File: config.mk
export PLATFORM = sky130hd
export DESIGN_NAME = pipe_ctrl_reg
export DESIGN_NICKNAME = d
export VERILOG_FILES = /design/src/rtl/pipe_ctrl_pkg.sv /design/src/rtl/pipe_ctrl_stage.sv /design/src/rtl/pipe_ctrl_reg.sv
export SDC_FILE = /design/constraint.sdc
export NUM_CORES = 1
export LEC_CHECK = 0
export BUFFER_PORTS_ARGS = -buffer_cell sky130_fd_sc_hd__buf_2
export CAP_MARGIN = 30
export CORE_MARGIN = 3
export CORE_UTILIZATION = 53
export CTS_CLUSTER_DIAMETER = 80
export CTS_CLUSTER_SIZE = 16
export DETAILED_ROUTE_END_ITERATION = 12
export PLACE_DENSITY = 0.79
export SLEW_MARGIN = 40
export SYNTH_ARGS = -nofsm -noshare
export SYNTH_HDL_FRONTEND = slang
export SYNTH_SLANG_ARGS = --single-unit
File: constraint.sdc
create_clock -name CLK -period 3.4 [get_ports CLK]
set_clock_uncertainty 0.15 [all_clocks]
set_input_delay 0.17 -clock CLK [delete_from_list [all_inputs] [get_ports CLK]]
set_output_delay 0.17 -clock CLK [all_outputs]
set_load 0.03 [all_outputs]
File: src/rtl/pipe_ctrl_pkg.sv
// pipe_ctrl_pkg
// Shared constants for the pipelined control-word register.
//   DEFAULT_WIDTH : width of the stock 3-bit memory control word
//   DEFAULT_CW    : default width of the stall counter
//   WEN/REN/CSN   : bit positions of write-enable, read-enable and chip-select
//                   inside the control word
//   BUBBLE_WORD   : NOP encoding (no read, no write, chip deselected)
package pipe_ctrl_pkg;

    localparam int DEFAULT_WIDTH = 3;
    localparam int DEFAULT_CW    = 16;

    localparam int WEN = 0;
    localparam int REN = 1;
    localparam int CSN = 2;

    // All fields cleared: neither read nor write strobes, and the chip-select
    // field in its idle encoding, so a bubble can never touch memory.
    localparam logic [DEFAULT_WIDTH-1:0] BUBBLE_WORD = '0;

endpackage

File: src/rtl/pipe_ctrl_stage.sv
// pipe_ctrl_stage
// One pipeline slot: a control word plus its valid bit.
// Ports:
//   CLK        : clock, rising edge
//   RST        : synchronous active-high reset (slot becomes a bubble)
//   ENABLE     : 1 = load the upstream word, 0 = hold
//   FLUSH      : kill whatever would land in this slot this edge
//   LOAD_WORD  : upstream control word
//   LOAD_VALID : upstream valid bit
//   WORD       : registered control word
//   WORD_VALID : registered valid bit
module pipe_ctrl_stage
    import pipe_ctrl_pkg::*;
#(
    parameter int               WIDTH  = DEFAULT_WIDTH,
    parameter logic [WIDTH-1:0] BUBBLE = WIDTH'(BUBBLE_WORD)
) (
    input  logic             CLK,
    input  logic             RST,
    input  logic             ENABLE,
    input  logic             FLUSH,
    input  logic [WIDTH-1:0] LOAD_WORD,
    input  logic             LOAD_VALID,
    output logic [WIDTH-1:0] WORD,
    output logic             WORD_VALID
);

    // Reset beats flush, flush beats both shift and stall. An invalid word is
    // replaced by BUBBLE on load so an empty slot never carries stray control
    // bits, whatever the upstream data lines happen to hold.
    always_ff @(posedge CLK) begin
        if (RST) begin
            WORD       <= BUBBLE;
            WORD_VALID <= 1'b0;
        end else if (FLUSH) begin
            WORD       <= BUBBLE;
            WORD_VALID <= 1'b0;
        end else if (ENABLE) begin
            WORD       <= LOAD_VALID ? LOAD_WORD : BUBBLE;
            WORD_VALID <= LOAD_VALID;
        end
    end

endmodule

File: src/rtl/pipe_ctrl_reg.sv
// pipe_ctrl_reg
// STAGES-deep control-word pipeline with per-stage flush, stall hold,
// occupancy count and a saturating stall counter.
// Ports:
//   CLK        : clock, rising edge
//   RST        : synchronous active-high reset
//   ENABLE     : 1 = advance every stage, 0 = stall
//   FLUSH_MASK : bit k turns stage k into a bubble this edge
//   CNT_CLR    : synchronous clear of STALL_CNT
//   D_IN       : control word entering stage 0
//   VALID_IN   : D_IN carries a real instruction
//   D_OUT      : control word of the last stage
//   VALID_OUT  : valid bit of the last stage
//   OCC        : number of valid stages
//   STALL_CNT  : saturating count of stalled cycles
module pipe_ctrl_reg
    import pipe_ctrl_pkg::*;
#(
    parameter int               WIDTH  = DEFAULT_WIDTH,
    parameter int               STAGES = 1,
    parameter logic [WIDTH-1:0] BUBBLE = WIDTH'(BUBBLE_WORD),
    parameter int               CW     = DEFAULT_CW
) (
    input  logic                         CLK,
    input  logic                         RST,
    input  logic                         ENABLE,
    input  logic [STAGES-1:0]            FLUSH_MASK,
    input  logic                         CNT_CLR,
    input  logic [WIDTH-1:0]             D_IN,
    input  logic                         VALID_IN,
    output logic [WIDTH-1:0]             D_OUT,
    output logic                         VALID_OUT,
    output logic [$clog2(STAGES+1)-1:0]  OCC,
    output logic [CW-1:0]                STALL_CNT
);

    localparam int            OW      = $clog2(STAGES + 1);
    localparam logic [CW-1:0] CNT_MAX = '1;

    logic [WIDTH-1:0]  stage_word [STAGES];
    logic [STAGES-1:0] stage_valid;
    logic [STAGES-1:0] valid_next;
    logic [OW-1:0]     occ_next;

    // Each slot loads from its upstream neighbour; slot 0 loads the input.
    // The slot's next valid bit is mirrored here so OCC can be registered
    // on the same edge as the slots themselves instead of lagging a cycle.
    for (genvar k = 0; k < STAGES; k++) begin : g_stage
        logic [WIDTH-1:0] load_word;
        logic             load_valid;

        if (k == 0) begin : g_head
            assign load_word  = D_IN;
            assign load_valid = VALID_IN;
        end else begin : g_body
            assign load_word  = stage_word[k-1];
            assign load_valid = stage_valid[k-1];
        end

        assign valid_next[k] = RST           ? 1'b0 :
                               FLUSH_MASK[k] ? 1'b0 :
                               ENABLE        ? load_valid : stage_valid[k];

        pipe_ctrl_stage #(
            .WIDTH  (WIDTH),
            .BUBBLE (BUBBLE)
        ) u_stage (
            .CLK        (CLK),
            .RST        (RST),
            .ENABLE     (ENABLE),
            .FLUSH      (FLUSH_MASK[k]),
            .LOAD_WORD  (load_word),
            .LOAD_VALID (load_valid),
            .WORD       (stage_word[k]),
            .WORD_VALID (stage_valid[k])
        );
    end

    assign D_OUT     = stage_word[STAGES-1];
    assign VALID_OUT = stage_valid[STAGES-1];

    // Population count of the post-edge valid bits.
    always_comb begin
        occ_next = '0;
        for (int k = 0; k < STAGES; k++) begin
            occ_next = occ_next + OW'(valid_next[k]);
        end
    end

    always_ff @(posedge CLK) begin
        if (RST) begin
            OCC <= '0;
        end else begin
            OCC <= occ_next;
        end
    end

    // Clear wins over increment; the count sticks at all-ones rather than
    // wrapping so a long stall is never mistaken for a short one.
    always_ff @(posedge CLK) begin
        if (RST || CNT_CLR) begin
            STALL_CNT <= '0;
        end else if (!ENABLE && STALL_CNT != CNT_MAX) begin
            STALL_CNT <= STALL_CNT + 1'b1;
        end
    end

endmodule

* Word level (Yosys, flattened, before mapping)
Cells that the tools add are included.
** Word-level totals
- Bits of input ports :: 9
- Flip-flop bits (word level) :: 21
- Word-level logic and storage cells :: 14
** Cells by class
- Multiplexer cells :: 4
- Reductions and logical operators :: 4
- Add/subtract/negate cells :: 1
- Eq/ne operators :: 1
** Operator list (number)
- 16-bit by 1-bit adder with 16-bit output, second input constant :: 1
- 16-bit != test, second input constant :: 1
- 1-bit two-way mux :: 3
- 3-bit two-way mux :: 1
- 2-bit OR reduction :: 1
- 1-bit logical AND :: 1
- 1-bit zero test :: 1
- 1-bit logical OR :: 1

* Longest topological paths before layout
Gate-level depths: netlist of run 1.
- Depth in word-level cells :: 3
- Mapped depth :: 5
- Depth with buffers taken out :: 5

* Modules after synthesis
Synthesis of run 1 repeated with hierarchy kept, for this count alone.
** Unflattened totals
- Cells, all modules :: 116
- Area total of the unflattened synthesis :: 1022.2 µm²
** By module, submodules not included
- pipe_ctrl_reg :: cells each 100, area an instance 873.3 µm², sequential area each 340.3 µm², instances 1
- pipe_ctrl_stage :: cells each 16, area an instance 148.9 µm², sequential area each 80.1 µm², instances 1

* Least setup slack after synthesis of run 1
No wires, ideal clock.
- Path kind :: reg-to-reg
- Start :: register STALL_CNT[0]
- End :: register STALL_CNT[8]
- Library setup time :: 0.070 ns
- Stages on the path, launching flop included :: 6
- Data required time :: 3.180 ns
- Arrival time :: 1.826 ns
- Clock period less this slack :: 2.046 ns
- Path buffers :: 0
- Slack :: 1.354 ns
- Path through :: dfxtp_1 ha_1 nand4_4 or3_1 or3_1 a21oi_1
** On the way
- Word-level cells in the longest chain between the ends :: 2
- Elaborated cells between the ends (all ways) :: 3
- Classes of those cells :: add/sub: 1; eq/ne: 1; reduce/logical: 1
** RTL lines
- start, declared :: line pipe_ctrl_reg.sv:34 : output logic [CW-1:0] STALL_CNT
- start signal, assigned :: line pipe_ctrl_reg.sv:104 : STALL_CNT <= STALL_CNT + 1'b1;
- branches (longest 2 deep; another with 16-bit by 1-bit adder with 16-bit output)
Several ways; the timed one is not identified.
A chain may end at the register's enable or synchronous reset.

* Worst setup path after layout of run 1
- Start :: register STALL_CNT[0]
- End :: register STALL_CNT[12]
Same word-level chain as after synthesis.

==> results.ini, run 1 <==
[timing]
finalSetupTns_ps = 0
tightest_slew_ps = 569
finalSetupViolations = 0
maxSlewHeadroom_pct = 61.8
rsz0062_at_grt = no
finalCritPeriodShare_pct = 59.2
min_period_ps = 2010
fmax_mhz = 497
report.final.slew_viol_count = 0
hold_violations = 0

[clock_network]
cts_made_buffers = 3
clock_latency_ps = 300
cts_tree = built
post_cts_buffers = 0
clkSinkCount = 20
post_cts_resized = 0
clk_pin_slew_ps = 110
cts_htree_levels = 1
clock_path_buffers = 2
clockRootBuffer = clkbuf_4
postCtsHoldBufs = 3

[setup_path]
crit_fanout = 5
cp-start-kind = register
worstPathArrival_ps = 2080
endpoint_kind = register
crit_type = reg -> reg
required_ps = 3460

[route]
drc_errors = 0
drt-wirelength-per-cell_microns = 13.3
vias = 999
first_iter_violations = 27
ant_nets = 0
drt_pass1_iterations = 4
routed_via_density = 5.98
routed_wl_microns = 2230

[floorplan]
ios = 30
initial_core_util_pct = 57.6
coreArea_sq_um = 1760
row_count = 15
die_w_microns = 49.8
die-height_microns = 49.8
die_area_sq_um = 2480

[layout]
seq_area_sq_um = 400
fill_cells = 155
n_antenna_cell = 0
nets = 154
syn2layout_area_growth_pct = 19.5
multi_input_area_sq_um = 581
fin_util_pct = 68.8
drive_above_1_share_pct = 27.5

[yosys]
avgSynthCellArea_sq_um = 9.07
synthesis.nets = 122
syn-cell-area_sq_um = 1020
synth_commonest_cells = dfxtp_1, nand2_1, nor3_1
netlist_instances = 112
ys.flop_type = dfxtp_1
yosysMostFrequentCell = dfxtp_1
synth-seq-cells = 20
synth_edf_count = 0
ys_seq_area_share_pct = 39.4
ys_warn_count = 0
synth_top_cell_by_area = dfxtp_1
netlist.area_leader.share_pct = 39.4
yosys.cell_types.count = 39
synth_async_sr_flop_share_pct = 0
netlist_top_cells_area = dfxtp_1, nor3_1, or3_1, a21oi_1, nand2_1

[global_route]
antenna_found_initial = 0
grt_use_total_pct = 19.7
gr-total-overflow = 0
grt_pass1_wl_microns = 3920
grt_max_degree = 17
grt_pass1_vias = 912

[flow_run]
drv_cap = 0

[pwr]
p_sw_share_pct = 24.2
switchingPower_mw = 0.0922
p_leak_nw = 0.508
p_per_area_nw_per_um2 = 314
p_int_mw = 0.289
p_clk_share_pct = 29.5
seq_power_share_pct = 62.3
p_comb_share_pct = 8.2
vdd_drop_max_mv = 0.281

[worst_hold_path]
worstHoldPathType = in -> reg

[placed_design]
dpl.hpwl_microns = 1610
place_congestion = 0.813
numPortBuffers = 29

[outcome]
status = completed

[area by class of cell]
type,count,area share (%)
Tap cell,25,2.58
Timing Repair Buffer,32,14.4
Sequential cell,20,33.0
Inverter,1,0.309
Multi-Input combinational cell,86,47.8
Clock buffer,3,1.86
[power by group through the flow]
stage | Sequential [mW] | Clock, mW | Combinational [mW]
2_1_floorplan | 0.247 | 0 | 0.0157
3_3_place_gp | 0.243 | 0 | 0.0285
3_5_place_dp | 0.243 | 0 | 0.0292
4_1_cts | 0.238 | 0.114 | 0.0314
5_1_grt | 0.238 | 0.124 | 0.0349
6_report | 0.238 | 0.112 | 0.0314
[cells by family after synthesis]
kind of cell	share of synthesized area (%)
AO/OA/AOI/OAI	22.2
XOR/XNOR	0.862
adder cells (fa/ha/maj)	1.23
buffers and inverters	3.45
flip-flops	39.4
multiplexers	2.96
AND/OR/NAND/NOR	29.9
[registers in the layout (all words and copies together), names as in the netlist]
| register | count |
|---|---|
| OCC | 1 |
| g_stage.u_stage.WORD | 3 |
| STALL_CNT | 16 |
[placed cells by master, fill, tap and decap left out, types with 4 or more instances in the layout]
master and n:
nand2_1 9, or3_1 6, a31oi_1 5, nor2_1 6, nor3_1 9, buf_2 29
nand3_1 4, a21oi_1 7, dfxtp_1 20
[path summary, 6_finish.rpt]
path / start / endpoint / slack [ps] / cells after the start
setup / recovery: STALL_CNT[0] / STALL_CNT[12] / 1390 / 5
hold / removal: CNT_CLR / STALL_CNT[15] / 20 / 3
setup reg to reg: STALL_CNT[0] / STALL_CNT[12] / 1390 / 5
hold reg to reg: STALL_CNT[7] / STALL_CNT[7] / 370 / 1
[critical path, stage by stage (launching register included)]
cell and delay [ps]:
dfxtp_1 410, ha_1 290, nand4_4 150, nor3_1 510, a21oi_1 150, a311oi_1 260
[per-layer routing]
metal,GRT usage (%),up-vias,part of all wire (%)
li1,-,506,-
met2,33.7,28,48
met4,5.53,0,1.3
met3,3.32,4,4.2
met1,25.3,461,46
met5,0,-,0
[through the flow]
stage	hold slack, ps	cells	worst slack, ps	total power [mW]	cell area, sq um
2_1_floorplan	96.8	112	1350	0.262	1020
3_3_place_gp	235	161	1550	0.271	1160
3_5_place_dp	245	161	1460	0.272	1160
4_1_cts	25.8	167	1430	0.383	1210
5_1_grt	24.4	167	1220	0.397	1210
6_report	20.4	167	1390	0.381	1210
No activity file was read; power rests on OpenSTA's default activity.
==> inputs of run 2 (changes only) <==
Settings changed: CORE_UTILIZATION 53 to 45, PLACE_DENSITY 0.79 to 0.71.
Clock period 3.4 ns to 1.6 ns, I/O delays scaled along.
==> results.ini, run 2 (same netlist as run 1, synthesis figures left out) <==
[outcome]
status = finished with violations
failed_checks = setup timing

[route]
routed_via_density = 5.78  ; -3.5%
drc_errors = 0  ; unchanged
drt_pass1_iterations = 4  ; unchanged
routed_wl_microns = 3220  ; +45%
drt-wirelength-per-cell_microns = 15.7  ; +18%
vias = 1184  ; +19%
ant_nets = 0  ; unchanged
first_iter_violations = 30  ; +11%

[layout]
fill_cells = 147  ; -5.2%
n_antenna_cell = 0  ; unchanged
largest_registers = STALL_CNT x16, g_stage.u_stage.WORD x3, OCC x1
drive_above_1_share_pct = 54.5  ; +27 points
instances_no_fill = 205  ; +23%
fin_area_sq_um = 1610  ; +33%
nets = 189  ; +23%
final_common_cell = buf_4
syn2layout_area_growth_pct = 58.6
largest_register_ffs = 16  ; unchanged
largest_register = STALL_CNT
final_cell_mix = buf_4, buf_2, dfxtp_2, nand2_1, nor3_1

[setup_path]
crit_path_top_delay_cell = or3_4
worstPathArrival_ps = 1780  ; -300 ps
r2r_slack_ps = -110  ; -1490 ps
critPathMaxStageDelay_ps = 400  ; -110 ps
crit_fanout = 3  ; -2
r2r-end = STALL_CNT[8]
crit_type = reg -> reg
endpoint_kind = register
crit_chain = ha_4, nand4_4, or3_4, or3_1, a21oi_1
endpoint = STALL_CNT[8]
required_ps = 1680  ; -1780 ps
crit_path_start = STALL_CNT[0]
cp-start-kind = register
rr_worst_depth = 5  ; unchanged
timing.rr.start = STALL_CNT[0]

[timing]
min_period_ps = 1710  ; -307 ps
finalSetupViolations = 12  ; +12
hold_violations = 0  ; unchanged
tightest_slew_ps = 396  ; -173 ps
fin_ws_ps = -105  ; -1490 ps
report.final.slew_viol_count = 0  ; unchanged
finalCritPeriodShare_pct = 107  ; +47 points
rsz0062_at_grt = yes
maxSlewHeadroom_pct = 73.5  ; +12 points
fin_hold_ws_ps = 83.6  ; +63.1 ps
fmax_mhz = 586  ; +18%

[global_route]
gr-total-overflow = 0  ; unchanged
grt_use_total_pct = 23.6  ; +3.9 points
antenna_found_initial = 0  ; unchanged
grt_max_degree = 13  ; -4
grt_pass1_vias = 1120  ; +23%
grt_pass1_wl_microns = 4900  ; +25%

[pwr]
seq_power_share_pct = 55.8  ; -6.5 points
p_leak_nw = 0.715  ; +41%
power.total_mw = 0.889  ; +130%
p_clk_share_pct = 33.8  ; +4.3 points
vdd_drop_max_mv = 0.449  ; +60%
p_per_area_nw_per_um2 = 552  ; +76%
p_comb_share_pct = 10.4  ; +2.2 points
p_int_mw = 0.674  ; +130%
switchingPower_mw = 0.215  ; +130%
p_sw_share_pct = 24.2  ; +0.044 points

[clock_network]
cts_tree = built
cts_htree_levels = 1  ; unchanged
clk_pin_slew_ps = 120  ; about the same
cts_made_buffers = 3  ; unchanged
clock_path_buffers = 2  ; unchanged
clock_latency_ps = 300  ; about the same
clkSinkCount = 20  ; unchanged
clockRootBuffer = clkbuf_4

[floorplan]
die_area_sq_um = 2860  ; +16%
initial_core_util_pct = 49.8  ; -7.8 points
row_count = 16  ; +1
ios = 30  ; unchanged
die-height_microns = 53.5  ; +7.5%
die_w_microns = 53.5  ; +7.5%
coreArea_sq_um = 2040  ; +16%

[worst_hold_path]
worstHoldPathType = in -> reg
holdCritStartpoint = ENABLE

[placed_design]
dpl.hpwl_microns = 2050  ; +27%
numPortBuffers = 29  ; unchanged
place_congestion = 0.845  ; +4.0%
placed_area_sq_um = 1380  ; +19%
pre_cts_ws_ps = -114  ; -1580 ps
dp.cells = 184  ; +14%

[flow_run]
drv_cap = 0  ; unchanged

## run 2: cell type report
| cell class | count | area [sq um] | share of cell area, % |
|---|---|---|---|
| repair buffers | 67 | 452 | 28.0 |
| multi-input cells | 86 | 652 | 40.5 |
| inverters | 1 | 3.75 | 0.233 |
| flip-flops and latches | 20 | 434 | 26.9 |
| well taps | 27 | 33.8 | 2.10 |
| clock buffers | 4 | 36.3 | 2.25 |
## run 2: repair_timing
item / 4_1_cts / 5_1_grt
gates resized for setup: 10 / 5
gates cloned: 0 / 0
pin swaps: 8 / 8
buffers inserted: 4 / 6
endpoints found under the hold margin: 7 / 0
endpoints found under the setup margin: 14 / 15
hold buffers: 7 / 0
## run 2: layer usage
layer  GRT usage, %  vias up  share of wire, %
li1               -      574                 -
met1           25.5      567                42
met2           43.5       37                52
met3           5.63        6               5.1
met4           9.36        0               1.5
met5              0        -                 0
## run 2: critical path: cells and delay by family, from the launching register on
kind                     cells  cell delay, ps
AO/OA/AOI/OAI                1             150
AND/OR/NAND/NOR              3             800
adder cells (fa/ha/maj)      1             160
flip-flops                   1             380
## run 2: how the worst min path moves through the flow
stage,slack (ps),cells past startpoint,to
final,80,4,STALL_CNT[3]
after floorplan,7,1,OCC
after detailed placement,150,2,g_stage[0].u_stage.WORD[1]
after CTS,80,4,STALL_CNT[3]
after global routing,90,4,STALL_CNT[3]
after global placement,140,2,g_stage[0].u_stage.WORD[0]
## run 2: through the flow
step,util [%],setup TNS [ps]
CTS,75.9,-391
global placement,67.5,-41.8
detailed placement,67.5,-791
floorplan,-,-334
finish,78.9,-660
global route,78.9,-1640
## run 2: power groups by stage
stage | sequential, mW | combinational, mW | clock, mW
after floorplan | 0.516 | 0.0348 | 0
after global placement | 0.507 | 0.0745 | 0
after detailed placement | 0.507 | 0.0756 | 0
after CTS | 0.496 | 0.0876 | 0.303
after global routing | 0.497 | 0.0996 | 0.331
final | 0.496 | 0.0926 | 0.301
